## src/rtl/sonar_pkg.sv

```systemverilog
// sonar_pkg: FSM state type, speed of sound and cycle-count helpers for sonar_ranger
package sonar_pkg;
   typedef enum logic [2:0] {IDLE, TRIG, WAIT_ECHO, MEASURE, HOLDOFF} state_e;
   localparam int SOUND_SPEED_MM_S = 343_210;
   function automatic int cyc_per_us(input int clk_freq);
      return clk_freq / 1_000_000;
   endfunction
   // Round trip: echo width covers twice the distance.
   function automatic int cyc_per_mm(input int clk_freq);
      return 2 * clk_freq / SOUND_SPEED_MM_S;
   endfunction
endpackage

```

## src/rtl/sonar_echo_sync.sv

```systemverilog
// sonar_echo_sync: 2-flop synchronizer for the echo pin with rise/fall pulses
//   echo_i   raw asynchronous echo pin
//   echo_s_o synchronized echo level
//   rise_o   one-cycle pulse on a synchronized 0->1 transition
//   fall_o   one-cycle pulse on a synchronized 1->0 transition
module sonar_echo_sync (
   input  logic clk,
   input  logic rst,
   input  logic echo_i,
   output logic echo_s_o,
   output logic rise_o,
   output logic fall_o
);
   logic s1_q, s2_q, prev_q;
   always_ff @(posedge clk)
      if (rst) {s1_q, s2_q, prev_q} <= '0;
      else     {s1_q, s2_q, prev_q} <= {echo_i, s1_q, s2_q};
   assign echo_s_o = s2_q;
   assign rise_o   = s2_q & ~prev_q;
   assign fall_o   = ~s2_q & prev_q;
endmodule

```

## src/rtl/sonar_ranger.sv

```systemverilog
// sonar_ranger: ultrasonic ranger controller (trigger, echo timing, mm conversion)
//   start      request one measurement (ignored while busy)
//   echo       asynchronous sensor echo pin
//   trig       sensor trigger pin
//   busy       high while not IDLE
//   dist_mm    last measured distance, dist_valid pulses on update
//   timeout    one-cycle pulse when no complete echo arrives in time
module sonar_ranger
   import sonar_pkg::*;
#(
   parameter int CLK_FREQ   = 50_000_000,
   parameter int TRIG_US    = 10,
   parameter int TIMEOUT_US = 38_000,
   parameter int HOLDOFF_US = 10_000
) (
   input  logic        clk,
   input  logic        rst,
   input  logic        start,
   input  logic        echo,
   output logic        trig,
   output logic        busy,
   output logic [15:0] dist_mm,
   output logic        dist_valid,
   output logic        timeout
);
   localparam int TRIG_CYC = cyc_per_us(CLK_FREQ) * TRIG_US;
   localparam int TMO_CYC  = cyc_per_us(CLK_FREQ) * TIMEOUT_US;
   localparam int HOLD_CYC = cyc_per_us(CLK_FREQ) * HOLDOFF_US;
   localparam int CPM      = cyc_per_mm(CLK_FREQ);
   localparam logic [31:0] TRIG_M1 = 32'(TRIG_CYC - 1);
   localparam logic [31:0] TMO_C   = 32'(TMO_CYC);
   localparam logic [31:0] HOLD_M1 = 32'(HOLD_CYC - 1);
   localparam logic [31:0] CPM_M1  = 32'(CPM - 1);
   state_e      state_q, state_d;
   logic [31:0] cnt_q, cnt_d, psc_q, psc_d, cnt_inc, psc_nx;
   logic [15:0] acc_q, acc_d, dist_q, dist_d, acc_nx;
   logic        trig_q, trig_d, busy_q, valid_q, valid_d, tmo_q, tmo_d;
   logic        echo_s, rise, fall, psc_wrap, tmo_hit;
   sonar_echo_sync u_sync (
      .clk(clk), .rst(rst), .echo_i(echo),
      .echo_s_o(echo_s), .rise_o(rise), .fall_o(fall)
   );
   assign cnt_inc  = cnt_q + 32'd1;
   assign tmo_hit  = cnt_inc >= TMO_C;
   assign psc_wrap = psc_q == CPM_M1;
   assign psc_nx   = psc_wrap ? '0 : psc_q + 32'd1;
   assign acc_nx   = (psc_wrap && acc_q != 16'hFFFF) ? acc_q + 16'd1 : acc_q;
   always_comb begin
      state_d = state_q;
      cnt_d   = cnt_q;
      psc_d   = psc_q;
      acc_d   = acc_q;
      dist_d  = dist_q;
      trig_d  = trig_q;
      valid_d = 1'b0;
      tmo_d   = 1'b0;
      case (state_q)
         IDLE: if (start) begin
            state_d = TRIG;
            trig_d  = 1'b1;
            cnt_d   = '0;
         end
         TRIG: begin
            cnt_d = cnt_inc;
            if (cnt_q == TRIG_M1) begin
               state_d = WAIT_ECHO;
               trig_d  = 1'b0;
               cnt_d   = '0;
            end
         end
         WAIT_ECHO: begin
            cnt_d = cnt_inc;
            if (tmo_hit) begin
               state_d = HOLDOFF;
               tmo_d   = 1'b1;
               cnt_d   = '0;
            end else if (rise) begin
               state_d = MEASURE;
               psc_d   = '0;
               acc_d   = '0;
            end
         end
         MEASURE: begin
            cnt_d = cnt_inc;
            psc_d = psc_nx;
            acc_d = acc_nx;
            // Echo fall beats a simultaneous timeout; the loaded value includes this cycle.
            if (fall) begin
               state_d = HOLDOFF;
               dist_d  = acc_nx;
               valid_d = 1'b1;
               cnt_d   = '0;
            end else if (tmo_hit) begin
               state_d = HOLDOFF;
               tmo_d   = 1'b1;
               cnt_d   = '0;
            end
         end
         HOLDOFF: begin
            cnt_d = (cnt_q < HOLD_M1) ? cnt_inc : cnt_q;
            if (cnt_q >= HOLD_M1 && !echo_s) begin
               state_d = IDLE;
               cnt_d   = '0;
            end
         end
         default: state_d = IDLE;
      endcase
   end
   always_ff @(posedge clk)
      if (rst) begin
         state_q <= IDLE;
         cnt_q   <= '0;
         psc_q   <= '0;
         acc_q   <= '0;
         dist_q  <= '0;
         trig_q  <= 1'b0;
         busy_q  <= 1'b0;
         valid_q <= 1'b0;
         tmo_q   <= 1'b0;
      end else begin
         state_q <= state_d;
         cnt_q   <= cnt_d;
         psc_q   <= psc_d;
         acc_q   <= acc_d;
         dist_q  <= dist_d;
         trig_q  <= trig_d;
         busy_q  <= state_d != IDLE;
         valid_q <= valid_d;
         tmo_q   <= tmo_d;
      end
   assign trig       = trig_q;
   assign busy       = busy_q;
   assign dist_mm    = dist_q;
   assign dist_valid = valid_q;
   assign timeout    = tmo_q;
endmodule

```

## config.mk

```make
export PLATFORM = sky130hd
export DESIGN_NAME = sonar_ranger
export DESIGN_NICKNAME = d
export VERILOG_FILES = /design/src/rtl/sonar_pkg.sv /design/src/rtl/sonar_echo_sync.sv /design/src/rtl/sonar_ranger.sv
export SDC_FILE = /design/constraint.sdc
export NUM_CORES = 1
export LEC_CHECK = 0
export CORE_MARGIN = 5
export CORE_UTILIZATION = 58
export DETAILED_ROUTE_END_ITERATION = 6
export PLACE_DENSITY_LB_ADDON = 0.12
export REMOVE_ABC_BUFFERS = 1
export SYNTH_ARGS = -nofsm -noshare
export SYNTH_HDL_FRONTEND = slang
export SYNTH_HIERARCHICAL = 1
export SYNTH_SLANG_ARGS = --single-unit
```

## constraint.sdc

```tcl
create_clock -name clk -period 2.7 [get_ports clk]
set_input_delay 0.675 -clock clk [delete_from_list [all_inputs] [get_ports clk]]
set_output_delay 0.675 -clock clk [all_outputs]
set_load 0.02 [all_outputs]
```

==> results.py <==
metrics = {
    "detailed_routing": {
        "via_per_inst": 6.31,
        "antenna_left": 0,
        "dr.pass1.iters": 5,
        "vias": 6451,
        "wirelength_mm": 16.7,
        "drc": 0,
        "wl_per_cell_microns": 16.4,
        "drtIter0Drc": 707,
    },
    "die": {
        "io_pins": 24,
        "num_rows": 38,
        "core_sq_um": 10900,
        "die_height_microns": 116,
        "start_util_pct": 59.8,
        "die_area_sq_um": 13500,
        "fp.dieW_microns": 116,
    },
    "placement": {
        "gp_congestion": 0.989,
        "placed_cells": 999,
        "place.port_buffers": 23,
        "place_hpwl_mm": 11.6,
    },
    "cts": {
        "clockBufferDepth": 2,
        "tritoncts": "done",
        "cts_sinks": 106,
        "clk_pin_slew_worst_paths_ns": 0.07,
        "cts_root_buf": "clkbuf_16",
        "clock_latency_ns": 0.36,
        "htree_levels": 3,
        "ctsHoldBuffers": 0,
        "numCtsBuffers": 9,
    },
    "pwr": {
        "p_leak_nw": 2.52,
        "power.density_nw_per_um2": 396,
        "irDropWorstVdd_mv": 0.469,
    },
    "sta": {
        "worst_pin_slew_ns": 0.503,
        "slew_viol_final": 0,
        "max_freq_mhz": 385,
        "whs_ns": 0.452,
        "slew_headroom_pct": 66.4,
        "hold_viol": 0,
        "post-route-min-period_ns": 2.60,
        "finalSetupTns_ns": 0,
        "finalClockSkew_ns": 0.00755,
        "min_period_over_period_pct": 96.2,
        "setup_viol": 0,
    },
    "finish": {
        "final_core_util_pct": 70.3,
        "drive_gt1_share_pct": 21.9,
        "regArea_sq_um": 2150,
        "multiInputGateArea_sq_um": 4100,
        "fillCellCount": 917,
        "final_cells": 1022,
        "syn2layout_area_growth_pct": 17.7,
        "nets": 887,
        "antennaDiodeCount": 0,
    },
    "worst_hold_path": {
        "min_from": "dist_mm[15]$_SDFFE_PP0P_",
        "min_path_type": "flip-flop to flip-flop",
        "whs_path_depth": 2,
    },
    "worst_setup_path": {
        "critPathCaptureType": "flip-flop",
        "arrival_ns": 2.85,
        "critPathLaunch": "cnt_q[21]$_SDFFE_PP0P_",
        "r2r_start": "cnt_q[21]$_SDFFE_PP0P_",
        "cp.required_ns": 2.95,
        "ff2ff_path_depth": 9,
        "path_class": "flip-flop to flip-flop",
        "cp_max_fo": 17,
        "cp-start-kind": "flip-flop",
    },
    "global_routing": {
        "grt_pass1_wl_mm": 27.8,
        "grt_overflow_total": 0,
        "antenna_found_initial": 0,
        "grt_start_max_net_pins": 37,
        "track_usage_pct": 25.1,
        "grt_pass1_vias": 5962,
    },
    "status": {
        "status": "finished, final reports clean",
    },
    "yosys": {
        "synth_cell_types": 73,
        "synth_cells": 833,
        "synthMuxAreaShare_pct": 0.632,
        "ys_seq_area_share_pct": 32.5,
        "synthAdderAreaFrac_pct": 0.766,
        "synthXorXnorAreaFrac_pct": 2.41,
        "yosysWarnings": 6,
        "avgSynthCellArea_sq_um": 7.85,
        "synth_compound_area_share_pct": 26.6,
        "yosys.area_share.simple_pct": 30.8,
        "synthFlopType": "dfxtp_1",
        "synth_area_sq_um": 6540,
        "synth_top_family_by_area": "simple AND/OR/NAND/NOR gates",
        "synth.area.top_cells": "dfxtp_1 32%, nand2_1 5.6%, nor2_1 5.5%",
        "ys_seq_elements": 106,
        "synth-edff-count": 0,
        "yosysTopAreaCell": "dfxtp_1",
        "async_reset_ff_share_pct": 0,
        "yosysTopAreaCellShare_pct": 32.5,
    },
    "flow_run": {
        "maxCapViolations": 0,
    },
}
-- cell type report --
cell class / instances / area share (%)
timing repair buffer: 106 / 11.9
sequential: 106 / 27.9
tap: 140 / 2.28
clock buffer: 12 / 3.33
clock inverter: 2 / 0.488
inverter: 15 / 0.732
multi-input combinational: 641 / 53.4
-- worst paths after layout --
kind                                                  to  slack (ns)
worst min register to register  dist_mm[15]$_SDFFE_PP0P_        0.45
worst min-delay path            dist_mm[15]$_SDFFE_PP0P_        0.45
worst max-delay path               cnt_q[3]$_SDFFE_PP0P_        0.10
worst max register to register     cnt_q[3]$_SDFFE_PP0P_        0.10
-- repair_timing --
item                                    CTS  global route
pin swaps                                 1             8
buffers inserted                          1             8
gates resized for setup                   4            39
endpoints found under the setup margin   47            86
-- kinds of logic (layout without fill, tap and decap cells) --
| logic type | Yosys count | in the layout |
|---|---|---|
| and+or+nand+nor | 393 | 393 |
| AOI/OAI and AO/OA | 222 | 222 |
| DFF | 106 | 106 |
| buffers and inverters | 86 | 135 |
| xor gates and xnor gates | 18 | 18 |
| adders and majority gates | 4 | 4 |
| muxes | 4 | 4 |
-- synth_stat cells (11+ instances only) --
cell type,number
and2_1,21
o21ai_0,17
inv_1,15
dfxtp_1,106
nand3_1,34
o21a_1,11
clkbuf_1,39
nor3_1,21
nor2_1,95
nor4_1,19
nand4_1,24
nor2b_1,12
a21oi_1,48
buf_2,18
a31oi_1,18
and3_1,22
o22ai_1,24
nand2_1,98
a311oi_2,21
a211oi_1,19
-- per-stage QoR --
stage	power (mW)	setup slack, ns	instance area (sq um)
finish	3.05	0.102	7690
detailed placement	1.73	-0.162	7200
CTS	3.07	0.00603	7510
floorplan	1.65	-0.369	6180
global route	3.15	-0.0373	7690
global placement	1.73	-0.000224	7200
-- placed cells by master, fill, tap and decap left out, drive strengths merged, types with 4 or more instances in the layout --
master         netlist  final
nand2b               7      7
or2                  6      6
clkdlybuf4s50        0     22
xnor2                8      8
o32ai                4      4
and3                22     22
a31oi               18     18
clkbuf              40     12
and4                 8      8
o21a                11     11
and2                21     21
nand2              100    100
dfxtp              106    106
nor2b               12     12
nor3                22     22
or3                  8      8
nor2                95     95
a211oi              29     29
inv                 15     15
a21oi               49     49
nor4b                4      4
o21bai               5      5
xor2                10     10
nand3               37     37
o22ai               24     24
nor4                21     21
a311oi              29     29
buf                 31     84
ha                   4      4
nand4               26     26
o21ai               23     23
-- worst max-delay path: stages (launching register included) --
cell,delay (ns)
dfxtp_1,0.43
nand4_1,0.25
nor4_4,0.27
a21boi_1,0.18
a2111oi_4,0.31
and3_1,0.23
o2111a_2,0.31
buf_12,0.18
a211oi_1,0.06
nor4_1,0.26
-- registers in the layout, indices dropped and copies added, names as in the netlist --
| signal | flops |
|---|---|
| cnt_q | 32 |
| psc_q | 32 |
| acc_q | 16 |
| dist_mm | 16 |
| state_q | 3 |
| busy | 1 |
| dist_valid | 1 |
| timeout | 1 |
| trig | 1 |
| u_sync/echo_s_o | 1 |
| u_sync/prev_q | 1 |
| u_sync/s1_q | 1 |
-- metal layers --
layer  part of all wire, %  routed length [microns]  global-route usage [%]
met5                     0                        0                       0
met4                  0.91                      153                    6.65
met3                   6.6                     1110                    6.11
met2                    46                     7780                    40.0
met1                    46                     7700                    34.3
-- where the power goes --
group | switching, mW | internal (mW)
logic | 0.0776 | 0.0474
clock network | 0.586 | 0.760
registers | 0.00666 | 1.57
total | 0.670 | 2.38
(Power assumes the default switching activity.)
